==> src/rtl/uart_pkg.sv <==
// Shared definitions for the oversampling UART receiver, and later for a matching transmitter.
package uart_pkg;

  localparam int PARITY_NONE = 0;
  localparam int PARITY_EVEN = 1;
  localparam int PARITY_ODD  = 2;

  // Receiver FSM encoding
  typedef logic [2:0] state_t;
  localparam state_t ST_IDLE  = 3'd0;
  localparam state_t ST_START = 3'd1;
  localparam state_t ST_DATA  = 3'd2;
  localparam state_t ST_PAR   = 3'd3;
  localparam state_t ST_STOP  = 3'd4;

  // Clocks per oversampling tick
  function automatic int uart_div(input int clk_freq, input int baud, input int os);
    return clk_freq / (baud * os);
  endfunction

endpackage

==> src/rtl/uart_os_tick.sv <==
// Oversampling tick generator: one-cycle tick every DIV clocks, held in phase while clr is high.
module uart_os_tick #(
  parameter int DIV = 108
) (
  input  logic clk,
  input  logic rst,
  input  logic clr,
  output logic tick
);

  localparam int CW = (DIV > 1) ? $clog2(DIV) : 1;
  localparam logic [CW-1:0] RELOAD = CW'(DIV - 1);

  logic [CW-1:0] cnt;

  // Down-counter reloads on clear or terminal count, so the first tick lands DIV clocks after clr falls
  always_ff @(posedge clk or posedge rst) begin
    if (rst)
      cnt <= RELOAD;
    else if (clr || cnt == '0)
      cnt <= RELOAD;
    else
      cnt <= cnt - 1'b1;
  end

  assign tick = ~clr & (cnt == '0);

endmodule

==> src/rtl/uart_rx_os.sv <==
// Parametrised oversampling UART receiver with majority voting, error reporting and valid/ready output.
//
// state    | meaning
// ---------+-------------------------------------------------------------
// IDLE     | waiting for a falling edge on the synchronised line
// START    | validating the start bit; majority 1 rejects it as a glitch
// DATA     | shifting DATA_BITS bits in, LSB first
// PAR      | checking the parity bit against the received data
// STOP     | checking stop bit(s); completes at the last vote sample
module uart_rx_os
  import uart_pkg::*;
#(
  parameter int CLK_FREQ   = 100_000_000,
  parameter int BAUD       = 115200,
  parameter int DATA_BITS  = 8,
  parameter int PARITY     = 0,
  parameter int STOP_BITS  = 1,
  parameter int OVERSAMPLE = 8
) (
  input  logic                 clk,
  input  logic                 rst,
  input  logic                 rx_en,
  input  logic                 rxd,
  output logic [DATA_BITS-1:0] m_data,
  output logic                 m_valid,
  input  logic                 m_ready,
  output logic                 parity_err,
  output logic                 frame_err,
  output logic                 overrun,
  output logic                 busy
);

  localparam int DIV = uart_div(CLK_FREQ, BAUD, OVERSAMPLE);
  localparam int KW  = $clog2(OVERSAMPLE);

  localparam logic [KW-1:0] K_S0   = KW'(OVERSAMPLE/2 - 1);
  localparam logic [KW-1:0] K_S1   = KW'(OVERSAMPLE/2);
  localparam logic [KW-1:0] K_S2   = KW'(OVERSAMPLE/2 + 1);
  localparam logic [KW-1:0] K_LAST = KW'(OVERSAMPLE - 1);
  localparam logic [3:0]    LAST_DATA = 4'(DATA_BITS - 1);
  localparam logic [3:0]    LAST_STOP = 4'(STOP_BITS - 1);

  if (DIV < 2) begin : g_bad_div
    $error("uart_rx_os: CLK_FREQ/(BAUD*OVERSAMPLE) must be at least 2");
  end
  if (DATA_BITS < 5 || DATA_BITS > 9) begin : g_bad_data_bits
    $error("uart_rx_os: DATA_BITS must be 5..9");
  end
  if (PARITY != PARITY_NONE && PARITY != PARITY_EVEN && PARITY != PARITY_ODD) begin : g_bad_parity
    $error("uart_rx_os: PARITY must be 0, 1 or 2");
  end
  if (STOP_BITS != 1 && STOP_BITS != 2) begin : g_bad_stop
    $error("uart_rx_os: STOP_BITS must be 1 or 2");
  end
  if (OVERSAMPLE != 8 && OVERSAMPLE != 16) begin : g_bad_os
    $error("uart_rx_os: OVERSAMPLE must be 8 or 16");
  end

  logic                 rx_meta, rxs, rxs_q;
  state_t               state;
  logic [KW-1:0]        k;
  logic [3:0]           bit_cnt;
  logic                 samp0, samp1;
  logic [DATA_BITS-1:0] shreg;
  logic                 par_pend, frame_pend;
  logic                 clr, tick, maj, at_vote, at_end;
  logic                 last_stop, done, fe_now, xfer, par_exp;

  uart_os_tick #(.DIV(DIV)) u_tick (
    .clk  (clk),
    .rst  (rst),
    .clr  (clr),
    .tick (tick)
  );

  // Two-flop synchroniser plus one delayed copy for falling-edge detection; all idle high
  always_ff @(posedge clk or posedge rst) begin
    if (rst) begin
      rx_meta <= 1'b1;
      rxs     <= 1'b1;
      rxs_q   <= 1'b1;
    end else begin
      rx_meta <= rxd;
      rxs     <= rx_meta;
      rxs_q   <= rxs;
    end
  end

  assign clr     = (state == ST_IDLE);
  assign busy    = (state != ST_IDLE);
  assign maj     = (samp0 & samp1) | (samp0 & rxs) | (samp1 & rxs);
  assign at_vote = tick && (k == K_S2);
  assign at_end  = tick && (k == K_LAST);

  // Completion and handshake qualifiers; the third vote sample is taken live from rxs
  always_comb begin
    last_stop = (bit_cnt == LAST_STOP);
    done      = (state == ST_STOP) && at_vote && last_stop && rx_en;
    fe_now    = frame_pend | ~maj;
    xfer      = m_valid & m_ready;
    par_exp   = (PARITY == PARITY_ODD) ? ~(^shreg) : ^shreg;
  end

  // Receive FSM with tick index, vote samples, shift register and pending error flags
  always_ff @(posedge clk or posedge rst) begin
    if (rst) begin
      state      <= ST_IDLE;
      k          <= '0;
      bit_cnt    <= '0;
      samp0      <= 1'b1;
      samp1      <= 1'b1;
      shreg      <= '0;
      par_pend   <= 1'b0;
      frame_pend <= 1'b0;
    end else if (state != ST_IDLE && !rx_en) begin
      state   <= ST_IDLE;
      k       <= '0;
      bit_cnt <= '0;
    end else begin
      if (tick) begin
        k <= (k == K_LAST) ? '0 : k + 1'b1;
        if (k == K_S0) samp0 <= rxs;
        if (k == K_S1) samp1 <= rxs;
      end
      case (state)
        ST_IDLE: begin
          k       <= '0;
          bit_cnt <= '0;
          if (rx_en && rxs_q && !rxs) begin
            state      <= ST_START;
            par_pend   <= 1'b0;
            frame_pend <= 1'b0;
          end
        end
        ST_START: begin
          if (at_vote && maj)
            state <= ST_IDLE;
          else if (at_end)
            state <= ST_DATA;
        end
        ST_DATA: begin
          if (at_vote)
            shreg <= {maj, shreg[DATA_BITS-1:1]};
          if (at_end) begin
            if (bit_cnt == LAST_DATA) begin
              bit_cnt <= '0;
              state   <= (PARITY != PARITY_NONE) ? ST_PAR : ST_STOP;
            end else begin
              bit_cnt <= bit_cnt + 1'b1;
            end
          end
        end
        ST_PAR: begin
          if (at_vote)
            par_pend <= (maj != par_exp);
          if (at_end)
            state <= ST_STOP;
        end
        ST_STOP: begin
          if (at_vote && !maj)
            frame_pend <= 1'b1;
          // Leaving at the vote rather than the window end lets the next start edge be caught early
          if (at_vote && last_stop)
            state <= ST_IDLE;
          else if (at_end)
            bit_cnt <= bit_cnt + 1'b1;
        end
        default: state <= ST_IDLE;
      endcase
    end
  end

  // Output register: deliver, drop with overrun, or drop with frame error; pulses last one cycle
  always_ff @(posedge clk or posedge rst) begin
    if (rst) begin
      m_data     <= '0;
      m_valid    <= 1'b0;
      parity_err <= 1'b0;
      frame_err  <= 1'b0;
      overrun    <= 1'b0;
    end else begin
      parity_err <= 1'b0;
      frame_err  <= 1'b0;
      overrun    <= 1'b0;
      if (xfer)
        m_valid <= 1'b0;
      if (done) begin
        if (fe_now) begin
          frame_err <= 1'b1;
        end else if (m_valid && !xfer) begin
          overrun <= 1'b1;
        end else begin
          m_data     <= shreg;
          m_valid    <= 1'b1;
          parity_err <= par_pend;
        end
      end
    end
  end

endmodule

==> config.mk <==
export PLATFORM = sky130hd
export DESIGN_NAME = uart_rx_os
export DESIGN_NICKNAME = d
export VERILOG_FILES = /design/src/rtl/uart_pkg.sv /design/src/rtl/uart_os_tick.sv /design/src/rtl/uart_rx_os.sv
export SDC_FILE = /design/constraint.sdc
export NUM_CORES = 1
export LEC_CHECK = 0
export CAP_MARGIN = 0
export CORE_MARGIN = 4
export CORE_UTILIZATION = 50
export CTS_CLUSTER_SIZE = 16
export DETAILED_ROUTE_END_ITERATION = 7
export PLACE_DENSITY = 0.7
export SYNTH_ARGS = -nofsm -noshare
export SYNTH_HDL_FRONTEND = slang
export SYNTH_HIERARCHICAL = 1
export SYNTH_SLANG_ARGS = --single-unit
==> constraint.sdc <==
create_clock -name clk -period 3 [get_ports clk]
set_input_delay 0.45 -clock clk [delete_from_list [all_inputs] [get_ports clk]]
set_output_delay 0.45 -clock clk [all_outputs]
set_load 0.01 [all_outputs]
==> impl_table.tex, run 1 <==
\begin{tabular}{lr}
\hline
Metric & Value \\
\hline
\multicolumn{2}{l}{\textbf{Clocking}} \\
\quad Post-CTS repair timing setup buffer count & 0 \\
\quad H-Tree Level Count & 2 \\
\quad Number of gates resized after CTS & 0 \\
\quad TritonCTS clock tree & built \\
\quad Total clock buffers created by CTS & 5 \\
\quad Clk sink count & 44 \\
\quad Clock Tree Root & sky130\_fd\_sc\_hd\_\_clkbuf\_8 \\
\quad Clock transition time at the flip-flop clock pins of the worst setup and hold paths & about 0.09 ns \\
\quad Post-CTS Hold Buffers & 0 \\
\quad Number of buffers between clock root and the deepest sink & 2 \\
\quad Latest clock arrival within the worst-skew pair & 0.30 ns \\
\multicolumn{2}{l}{\textbf{Logic synthesis}} \\
\quad Mapped cell area & $\sim$2200 um\^{}2 \\
\quad Yosys warning count & 6 \\
\quad Synth Register Bits & 44 \\
\quad Synthesized instance count & a little under 200 \\
\quad Predominant post-synthesis flop cell & sky130\_fd\_sc\_hd\_\_dfrtp\_1 \\
\quad Post-synth EDFFs & 0 \\
\quad Async set-reset flop share out of synthesis & between 90\% and 100\% \\
\quad Cell variety after synth & 50 \\
\quad Post-synth top area share & 38.1\% \\
\quad Number of nets in the synthesized netlist & 210 \\
\quad Register area share after synthesis & $\sim$50\% \\
\quad Ranking of synthesized cells by area & sky130\_fd\_sc\_hd\_\_dfrtp\_1 38\%, sky130\_fd\_sc\_hd\_\_dfstp\_2 12\%, sky130\_fd\_sc\_hd\_\_mux2\_2 8.6\%, sky130\_fd\_sc\_hd\_\_ha\_1 5.0\%, sky130\_fd\_sc\_hd\_\_nand2\_1 3.2\% \\
\quad Average footprint of a synthesized cell & 11.4 um\^{}2 \\
\quad Cell type with the largest total area after synthesis & sky130\_fd\_sc\_hd\_\_dfrtp\_1 \\
\multicolumn{2}{l}{\textbf{Die}} \\
\quad Row cnt & 24 \\
\quad Die ar. & around 5600 um\^{}2 \\
\quad Core Region & 4320 um\^{}2 \\
\quad Horiz. Die Dim & 74.8 um \\
\quad Starting utilization of the core area & roughly half \\
\quad Die height & $\sim$75 um \\
\quad I/O pin cnt & 18 \\
\multicolumn{2}{l}{\textbf{Setup path}} \\
\quad Endpoint of the worst register-to-register path & m\_data[3] \\
\quad Worst setup path class & reg2reg \\
\quad CP arrival & roughly 2.9 ns \\
\quad Cell type group with the largest total delay on the critical path & simple AND/OR/NAND/NOR gates \\
\quad Register-to-register setup slack & between 0.3 and 0.4 ns \\
\quad Worst Path Buf+Inv & 1 \\
\quad Cell with the largest stage delay on the worst path & sky130\_fd\_sc\_hd\_\_or3b\_4 \\
\quad Max FO, Critical Path & 9 \\
\quad Critical path required time & 3.19 ns \\
\quad List of cells traversed by the critical path & inv\_1 -> ha\_1 -> nor3b\_2 -> nand2\_1 -> nor2\_1 -> nand3\_1 -> or3b\_4 -> nor3b\_4 -> mux2\_2 \\
\quad Category of the worst setup path capture point & register \\
\quad Worst R2R Start & u\_tick/cnt[0] \\
\quad Worst-case reg-to-reg path depth & 9 \\
\quad CP peak stage delay & approximately 0.45 ns \\
\quad Startpoint type of the worst setup path & register \\
\multicolumn{2}{l}{\textbf{STA}} \\
\quad Period minus WS final & 2.66 ns \\
\quad Fin. Hold Viols & 0 \\
\quad Upper clock frequency limit & 375 MHz \\
\quad Worst slew slack as a fraction of its limit & 68.6\% \\
\quad Setup\_tns & 0 ns \\
\quad Post-route clock skew & roughly 0.011 ns \\
\quad RSZ-0062 raised after global routing & false \\
\quad Final Cycle Share & 88.8\% \\
\quad Setup-violating endpoint count in the final report & 0 \\
\quad Final Max Tran Viols & 0 \\
\quad Slew at the pin closest to its max-slew limit & approximately 0.46 ns \\
\multicolumn{2}{l}{\textbf{Power}} \\
\quad Proportion of power drawn by combinational gates & 19.7\% \\
\quad Max IR drop VDD & about 0.26 mV \\
\quad Clock share of power & between 30\% and 40\% \\
\quad Flop pwr share & approximately 47\% \\
\quad Net switching share of the total power & 28.3\% \\
\quad Net load switching power & between 0.4 and 0.5 mW \\
\quad Power density of the placed cells & about 550 nW/um\^{}2 \\
\quad Pleak & between 1 and 1.5 nW \\
\quad Cell-internal power & roughly 1 mW \\
\multicolumn{2}{l}{\textbf{GRT}} \\
\quad Wire length of the first global-routing pass & around 6400 um \\
\quad Number of antenna violations at the first check in global routing & 0 \\
\quad Maximum number of pins on one net before global-route repair & 38 \\
\quad Overall overflow remaining after global route & 0 \\
\quad Via count of the first global-routing pass & 1375 \\
\quad Global-route usage over all layers & 15.4\% \\
\multicolumn{2}{l}{\textbf{Final layout}} \\
\quad Layout area overhead & 16.4\% \\
\quad Number of fillers in the final layout & about 370 \\
\quad Non-Filler Cell Area, Final & roughly 2600 um\^{}2 \\
\quad FF/Latch Area & approximately 1100 um\^{}2 \\
\quad Area of combinational cells with multiple inputs & $\sim$1000 um\^{}2 \\
\quad Fraction of final layout cells with drive strength greater than 1 & a little over a fifth \\
\quad Antenna diode count & 0 \\
\quad Layout Nets & approximately 230 \\
\multicolumn{2}{l}{\textbf{Min path}} \\
\quad HP Class & reg2reg \\
\quad Worst Hold Endpoint & rxs \\
\quad Hold depth & 0 \\
\quad Hold Path Origin & rx\_meta \\
\multicolumn{2}{l}{\textbf{Detailed routing}} \\
\quad Number of vias in the routed layout & between 1000 and 1500 \\
\quad Sum of routed wire length over all layers & between 3000 and 4000 um \\
\quad Average vias per placed instance & 5.50 \\
\quad Detail-routed net length per standard cell & about 14 um \\
\quad Drt pass-1 iters & 5 \\
\quad Post-detailed-route DRC marker count & 0 \\
\quad ANT nets after route & 0 \\
\quad Number of DRC markers in iteration 0 & between 80 and 90 \\
\multicolumn{2}{l}{\textbf{Place}} \\
\quad Count of port buffers added during placement & 17 \\
\quad Placement Cell Area & 2470 um\^{}2 \\
\quad HPWL Detailed & 2930 um \\
\quad Global placer's final weighted congestion & between 0.8 and 0.9 \\
\multicolumn{2}{l}{\textbf{Job}} \\
\quad Number of max-cap violations & 0 \\
\multicolumn{2}{l}{\textbf{Status}} \\
\quad Run status & completed \\
\hline
\end{tabular}
## flip-flops by register name, indices dropped and copies added (netlist names)
| signal | cells |
|---|---|
| m_data | 8 |
| shreg | 8 |
| u_tick/cnt | 7 |
| bit_cnt | 4 |
| k | 3 |
| state | 3 |
| frame_err | 1 |
| frame_pend | 1 |
| m_valid | 1 |
| overrun | 1 |
| par_pend | 1 |
| parity_err | 1 |
| rx_meta | 1 |
| rxs | 1 |
| rxs_q | 1 |
| samp0 | 1 |
| samp1 | 1 |
## per-stage QoR
step / power [mW] / setup slack, ns / utilization, % / hold slack [ns] / cells
detailed placement: 0.961 / 0.313 / 57.2 / 0.349 / 264
CTS: 1.44 / 0.301 / 60.0 / 0.365 / 272
floorplan: 0.869 / 0.312 / - / 0.250 / 196
global route: 1.50 / 0.146 / 60.0 / 0.366 / 272
finish: 1.43 / 0.335 / 60.0 / 0.361 / 272
global placement: 0.950 / 0.446 / 57.2 / 0.348 / 264
## synthesized netlist by cell type (all sizes together), types with 2 or more instances
cell type / n
nor2b: 3
mux2: 19
and4b: 3
clkbuf: 3
nand3: 3
nand2b: 2
buf: 2
and2: 5
or3: 2
dfrtp: 34
a21oi: 9
nor2: 11
o21ai: 6
nand2: 19
inv: 13
xor2: 2
nor3: 3
dfstp: 10
or3b: 2
nand3b: 4
ha: 9
xnor2: 7
nor3b: 4
o211ai: 2
## placed cells by master (no fill, tap or decap), types with 2 or more instances in the layout
master,count
sky130_fd_sc_hd__a21oi_1,8
sky130_fd_sc_hd__and2_1,5
sky130_fd_sc_hd__and4b_1,3
sky130_fd_sc_hd__buf_4,4
sky130_fd_sc_hd__clkbuf_8,6
sky130_fd_sc_hd__clkdlybuf4s50_1,17
sky130_fd_sc_hd__dfrtp_1,34
sky130_fd_sc_hd__dfstp_2,10
sky130_fd_sc_hd__ha_1,9
sky130_fd_sc_hd__inv_1,13
sky130_fd_sc_hd__mux2_1,2
sky130_fd_sc_hd__mux2_2,17
sky130_fd_sc_hd__nand2_1,19
sky130_fd_sc_hd__nand2b_1,2
sky130_fd_sc_hd__nand3_1,3
sky130_fd_sc_hd__nand3b_1,4
sky130_fd_sc_hd__nor2_1,11
sky130_fd_sc_hd__nor2b_1,3
sky130_fd_sc_hd__nor3_1,2
sky130_fd_sc_hd__nor3b_2,2
sky130_fd_sc_hd__o211ai_1,2
sky130_fd_sc_hd__o21ai_0,4
sky130_fd_sc_hd__o21ai_1,2
sky130_fd_sc_hd__or3_1,2
sky130_fd_sc_hd__xnor2_1,7
sky130_fd_sc_hd__xor2_1,2
## worst max path at each step
stage                             start   endpoint  slack, ns  depth (start not counted)
final                     u_tick/cnt[0]  m_data[3]       0.34                          9
after detailed placement  u_tick/cnt[0]  m_data[3]       0.31                          9
after global routing      u_tick/cnt[0]  m_data[3]       0.15                          9
after floorplan                state[0]  m_data[2]       0.31                          9
after CTS                 u_tick/cnt[0]  m_data[3]       0.30                          9
after global placement    u_tick/cnt[0]  m_data[2]       0.45                          9
## layer usage
metal  track usage [%]  share of wire [%]
met5                 0                  0
met1              20.1                 46
met2              24.0                 48
met4              7.11                1.4
met3              4.01                4.8
## power groups by stage
stage | Clock, mW | Sequential (mW) | Combinational (mW)
3_5_place_dp | 0 | 0.682 | 0.280
6_report | 0.473 | 0.672 | 0.280
2_1_floorplan | 0 | 0.657 | 0.212
4_1_cts | 0.484 | 0.671 | 0.282
5_1_grt | 0.507 | 0.678 | 0.310
3_3_place_gp | 0 | 0.679 | 0.271
## logic make-up after synthesis
kind of cell | count (synthesis) | synth area share, %
AOI/OAI and AO/OA | 26 | 7.91
xor gates and xnor gates | 10 | 4.54
adders and majority gates | 10 | 5.50
buffers and inverters | 18 | 3.14
DFF | 44 | 49.9
muxes | 20 | 10.0
and+or+nand+nor | 68 | 19.0
## area by class of cell
class,count,area share (%)
Sequential cell,44,42.9
Multi-Input combinational cell,134,40.3
Timing Repair Buffer,21,7.71
Clock buffer,6,3.18
Tap cell,52,2.51
Inverter,13,1.88
Clock inverter,2,1.49
Power figures use the tool's default switching activity.
==> run 2: changes to the inputs <==
--- a/config.mk
+++ b/config.mk
@@ -8,7 +8,7 @@
 export CAP_MARGIN = 0
 export CORE_MARGIN = 4
 export CORE_UTILIZATION = 50
-export CTS_CLUSTER_SIZE = 16
+export CTS_CLUSTER_SIZE = 40
 export DETAILED_ROUTE_END_ITERATION = 7
 export PLACE_DENSITY = 0.7
 export SYNTH_ARGS = -nofsm -noshare
==> results of run 2 <==
No change in the layout: final DEF, timing and power equal those of run 1.
==> run 3: changes to the inputs <==
--- a/config.mk
+++ b/config.mk
@@ -7,10 +7,9 @@
 export LEC_CHECK = 0
 export CAP_MARGIN = 0
 export CORE_MARGIN = 4
-export CORE_UTILIZATION = 50
+export CORE_UTILIZATION = 45
 export CTS_CLUSTER_SIZE = 40
 export DETAILED_ROUTE_END_ITERATION = 7
-export PLACE_DENSITY = 0.7
 export SYNTH_ARGS = -nofsm -noshare
 export SYNTH_HDL_FRONTEND = slang
 export SYNTH_HIERARCHICAL = 1
==> run 3 against run 2 <==
Against the previous run: final area grew 0.14%; clock power shrank 6.6%; count of clock-buffer cells in the layout grew 1; sequential power is essentially flat; worst setup slack lost 0.0014 ns; largest cell class unchanged; utilization shrank 5.4 points.
==> impl_table.tex, run 3 (synthesis gave the netlist of run 1 again) <==
\begin{tabular}{lr}
\hline
Metric & Value \\
\hline
\multicolumn{2}{l}{\textbf{STA}} \\
\quad Setup-violating endpoint count in the final report & 0 (unchanged) \\
\quad RSZ-0062 raised after global routing & false \\
\quad Slew at the pin closest to its max-slew limit & 0.596 ns (+0.131 ns) \\
\quad Final Max Tran Viols & 0 (unchanged) \\
\quad Upper clock frequency limit & 375 MHz (about the same) \\
\quad Post-route clock skew & 0.0101 ns (-0.00113 ns) \\
\quad Fin. Hold Viols & 0 (unchanged) \\
\quad Final Cycle Share & 88.9\% (about the same) \\
\quad Worst hold slack across all endpoints & 0.361 ns (-0.000595 ns) \\
\quad Period minus WS final & 2.67 ns (+0.00136 ns) \\
\quad Worst slew slack as a fraction of its limit & 59.7\% (-8.8 points) \\
\quad Setup\_tns & 0 ns (unchanged) \\
\multicolumn{2}{l}{\textbf{Final layout}} \\
\quad Fraction of final layout cells with drive strength greater than 1 & 20.5\% (-0.91 points) \\
\quad Area of combinational cells with multiple inputs & 1050 um\^{}2 (unchanged) \\
\quad Layout Nets & 233 (unchanged) \\
\quad Number of fillers in the final layout & 413 (+13\%) \\
\quad Highest-count cells in the layout ignoring fill and taps & 34 x sky130\_fd\_sc\_hd\_\_dfrtp\_1, 19 x sky130\_fd\_sc\_hd\_\_nand2\_1, 17 x sky130\_fd\_sc\_hd\_\_mux2\_2, 17 x sky130\_fd\_sc\_hd\_\_clkdlybuf4s50\_1, 13 x sky130\_fd\_sc\_hd\_\_inv\_1 \\
\quad Top flop regs & m\_data: 8 flops, shreg: 8 flops, u\_tick/cnt: 7 flops \\
\quad Finished Layout Cells & 287 (+5.5\%) \\
\quad FF/Latch Area & 1110 um\^{}2 (unchanged) \\
\quad Leading cell type in the layout, fill and taps excluded & sky130\_fd\_sc\_hd\_\_dfrtp\_1 \\
\quad Layout area overhead & 16.5\% \\
\quad Antenna diode count & 0 (unchanged) \\
\multicolumn{2}{l}{\textbf{Power}} \\
\quad Max IR drop VDD & 0.348 mV (+34\%) \\
\quad Clock share of power & 31.5\% (-1.7 points) \\
\quad Pleak & 1.16 nW (-0.76\%) \\
\quad Flop pwr share & 48.0\% (+0.9 points) \\
\quad Cell-internal power & 0.999 mW (-2.2\%) \\
\quad Post-layout total power & 1.40 mW (-1.5\%) \\
\quad Net switching share of the total power & 28.8\% (+0.49 points) \\
\quad Net load switching power & 0.405 mW (+0.17\%) \\
\quad Power density of the placed cells & 540 nW/um\^{}2 (-1.7\%) \\
\quad Proportion of power drawn by combinational gates & 20.5\% (+0.8 points) \\
\multicolumn{2}{l}{\textbf{Setup path}} \\
\quad Cell with the largest stage delay on the worst path & sky130\_fd\_sc\_hd\_\_or3b\_4 \\
\quad List of cells traversed by the critical path & inv\_1 -> ha\_1 -> nor3b\_2 -> nand2\_1 -> nor2\_1 -> nand3\_1 -> or3b\_4 -> nor3b\_4 -> mux2\_2 \\
\quad Max FO, Critical Path & 9 (unchanged) \\
\quad Startpoint type of the worst setup path & register \\
\quad CP arrival & 2.84 ns (-0.02 ns) \\
\quad Register-to-register setup slack & 0.33 ns (about the same) \\
\quad CP peak stage delay & 0.45 ns (about the same) \\
\quad Critical path required time & 3.18 ns (about the same) \\
\quad Worst Path Buf+Inv & 1 (unchanged) \\
\quad Category of the worst setup path capture point & register \\
\quad Cell type group with the largest total delay on the critical path & simple AND/OR/NAND/NOR gates \\
\quad Worst setup path class & reg2reg \\
\multicolumn{2}{l}{\textbf{Die}} \\
\quad Core Region & 4750 um\^{}2 (+10\%) \\
\quad Die ar. & 6150 um\^{}2 (+9.9\%) \\
\quad I/O pin cnt & 18 (unchanged) \\
\quad Horiz. Die Dim & 78.4 um (+4.8\%) \\
\quad Die height & 78.4 um (+4.8\%) \\
\quad Row cnt & 25 (+4.2\%) \\
\quad Starting utilization of the core area & 46.9\% (-4.7 points) \\
\multicolumn{2}{l}{\textbf{Clocking}} \\
\quad Clock transition time at the flip-flop clock pins of the worst setup and hold paths & 0.08 ns (about the same) \\
\quad Post-CTS Hold Buffers & 0 (unchanged) \\
\quad TritonCTS clock tree & built \\
\quad Latest clock arrival within the worst-skew pair & 0.29 ns (about the same) \\
\quad Number of gates resized after CTS & 0 (unchanged) \\
\quad H-Tree Level Count & 2 (unchanged) \\
\quad Clk sink count & 44 (unchanged) \\
\quad Total clock buffers created by CTS & 5 (unchanged) \\
\quad Number of buffers between clock root and the deepest sink & 2 (unchanged) \\
\quad Clock Tree Root & sky130\_fd\_sc\_hd\_\_clkbuf\_8 \\
\quad Post-CTS repair timing setup buffer count & 0 (unchanged) \\
\multicolumn{2}{l}{\textbf{GRT}} \\
\quad Wire length of the first global-routing pass & 7450 um (+16\%) \\
\quad Global-route usage over all layers & 15.5\% (+0.085 points) \\
\quad Overall overflow remaining after global route & 0 (unchanged) \\
\quad Number of antenna violations at the first check in global routing & 0 (unchanged) \\
\quad Maximum number of pins on one net before global-route repair & 38 (unchanged) \\
\quad Via count of the first global-routing pass & 1568 (+14\%) \\
\multicolumn{2}{l}{\textbf{Place}} \\
\quad Global placer's final weighted congestion & 0.901 (+0.46\%) \\
\quad HPWL Detailed & 3020 um (+3.1\%) \\
\quad Placed cell count & 279 (+5.7\%) \\
\quad Count of port buffers added during placement & 17 (unchanged) \\
\multicolumn{2}{l}{\textbf{Job}} \\
\quad Number of max-cap violations & 0 (unchanged) \\
\multicolumn{2}{l}{\textbf{Detailed routing}} \\
\quad Number of DRC markers in iteration 0 & 60 (-26\%) \\
\quad Drt pass-1 iters & 4 (-1) \\
\quad Detail-routed net length per standard cell & 14.4 um (+1.7\%) \\
\quad ANT nets after route & 0 (unchanged) \\
\quad Average vias per placed instance & 5.27 (-4.3\%) \\
\quad Number of vias in the routed layout & 1512 (+1.0\%) \\
\quad Post-detailed-route DRC marker count & 0 (unchanged) \\
\quad Total routed wire length on the met1 layer & 1890 um (+6.1\%) \\
\quad Sum of routed wire length over all layers & 4140 um (+7.3\%) \\
\quad Metal2 WL & 1950 um (+5.9\%) \\
\quad Top layer used by detailed routing & met4 \\
\quad Met3 WL & 223 um (+20\%) \\
\multicolumn{2}{l}{\textbf{Min path}} \\
\quad HP Class & reg2reg \\
\multicolumn{2}{l}{\textbf{Status}} \\
\quad Run status & completed \\
\hline
\end{tabular}
[run 3: cell count changes in the layout (fill, tap and decap cells not counted), sizes merged]
cell    before  now
clkbuf       6    7
clkinv       1    0
[run 3: final cells by class]
cell class | count | share of cell area (%)
clock inverter | 1 | 1.15
inverter | 13 | 1.88
tap | 67 | 3.22
multi-input combinational | 134 | 40.3
clock buffer | 7 | 2.94
timing repair buffer | 21 | 7.70
sequential | 44 | 42.8
[run 3: layer usage]
| layer | vias to the layer above | GRT usage (%) |
|---|---|---|
| li1 | 727 | - |
| met1 | 733 | 19.9 |
| met2 | 42 | 23.8 |
| met3 | 10 | 5.16 |
| met4 | 0 | 6.64 |
| met5 | - | 0 |
[run 3: final timing paths]
check | start | endpoint | cells past startpoint
setup / recovery | u_tick/cnt[0] | m_data[4] | 9
hold / removal | rx_meta | rxs | 0
setup reg to reg | u_tick/cnt[0] | m_data[4] | 9
hold reg to reg | rx_meta | rxs | 0
max in group asynchronous | rst | rxs_q | 3
min in group asynchronous | rst | u_tick/cnt[4] | 2
[run 3: stage by stage]
step / util [%] / area [um^2] / setup slack [ns]
2_1_floorplan: - / 2230 / 0.312
5_1_grt: 54.7 / 2600 / 0.149
4_1_cts: 54.7 / 2600 / 0.313
3_3_place_gp: 52.4 / 2490 / 0.433
3_5_place_dp: 52.4 / 2490 / 0.350
6_report: 54.7 / 2600 / 0.334
[run 3: power groups by stage]
stage / sequential, mW / clock (mW) / combinational (mW)
after detailed placement: 0.684 / 0 / 0.286
after global routing: 0.681 / 0.479 / 0.325
after floorplan: 0.657 / 0 / 0.212
after CTS: 0.673 / 0.457 / 0.288
after global placement: 0.681 / 0 / 0.276
final: 0.674 / 0.442 / 0.287
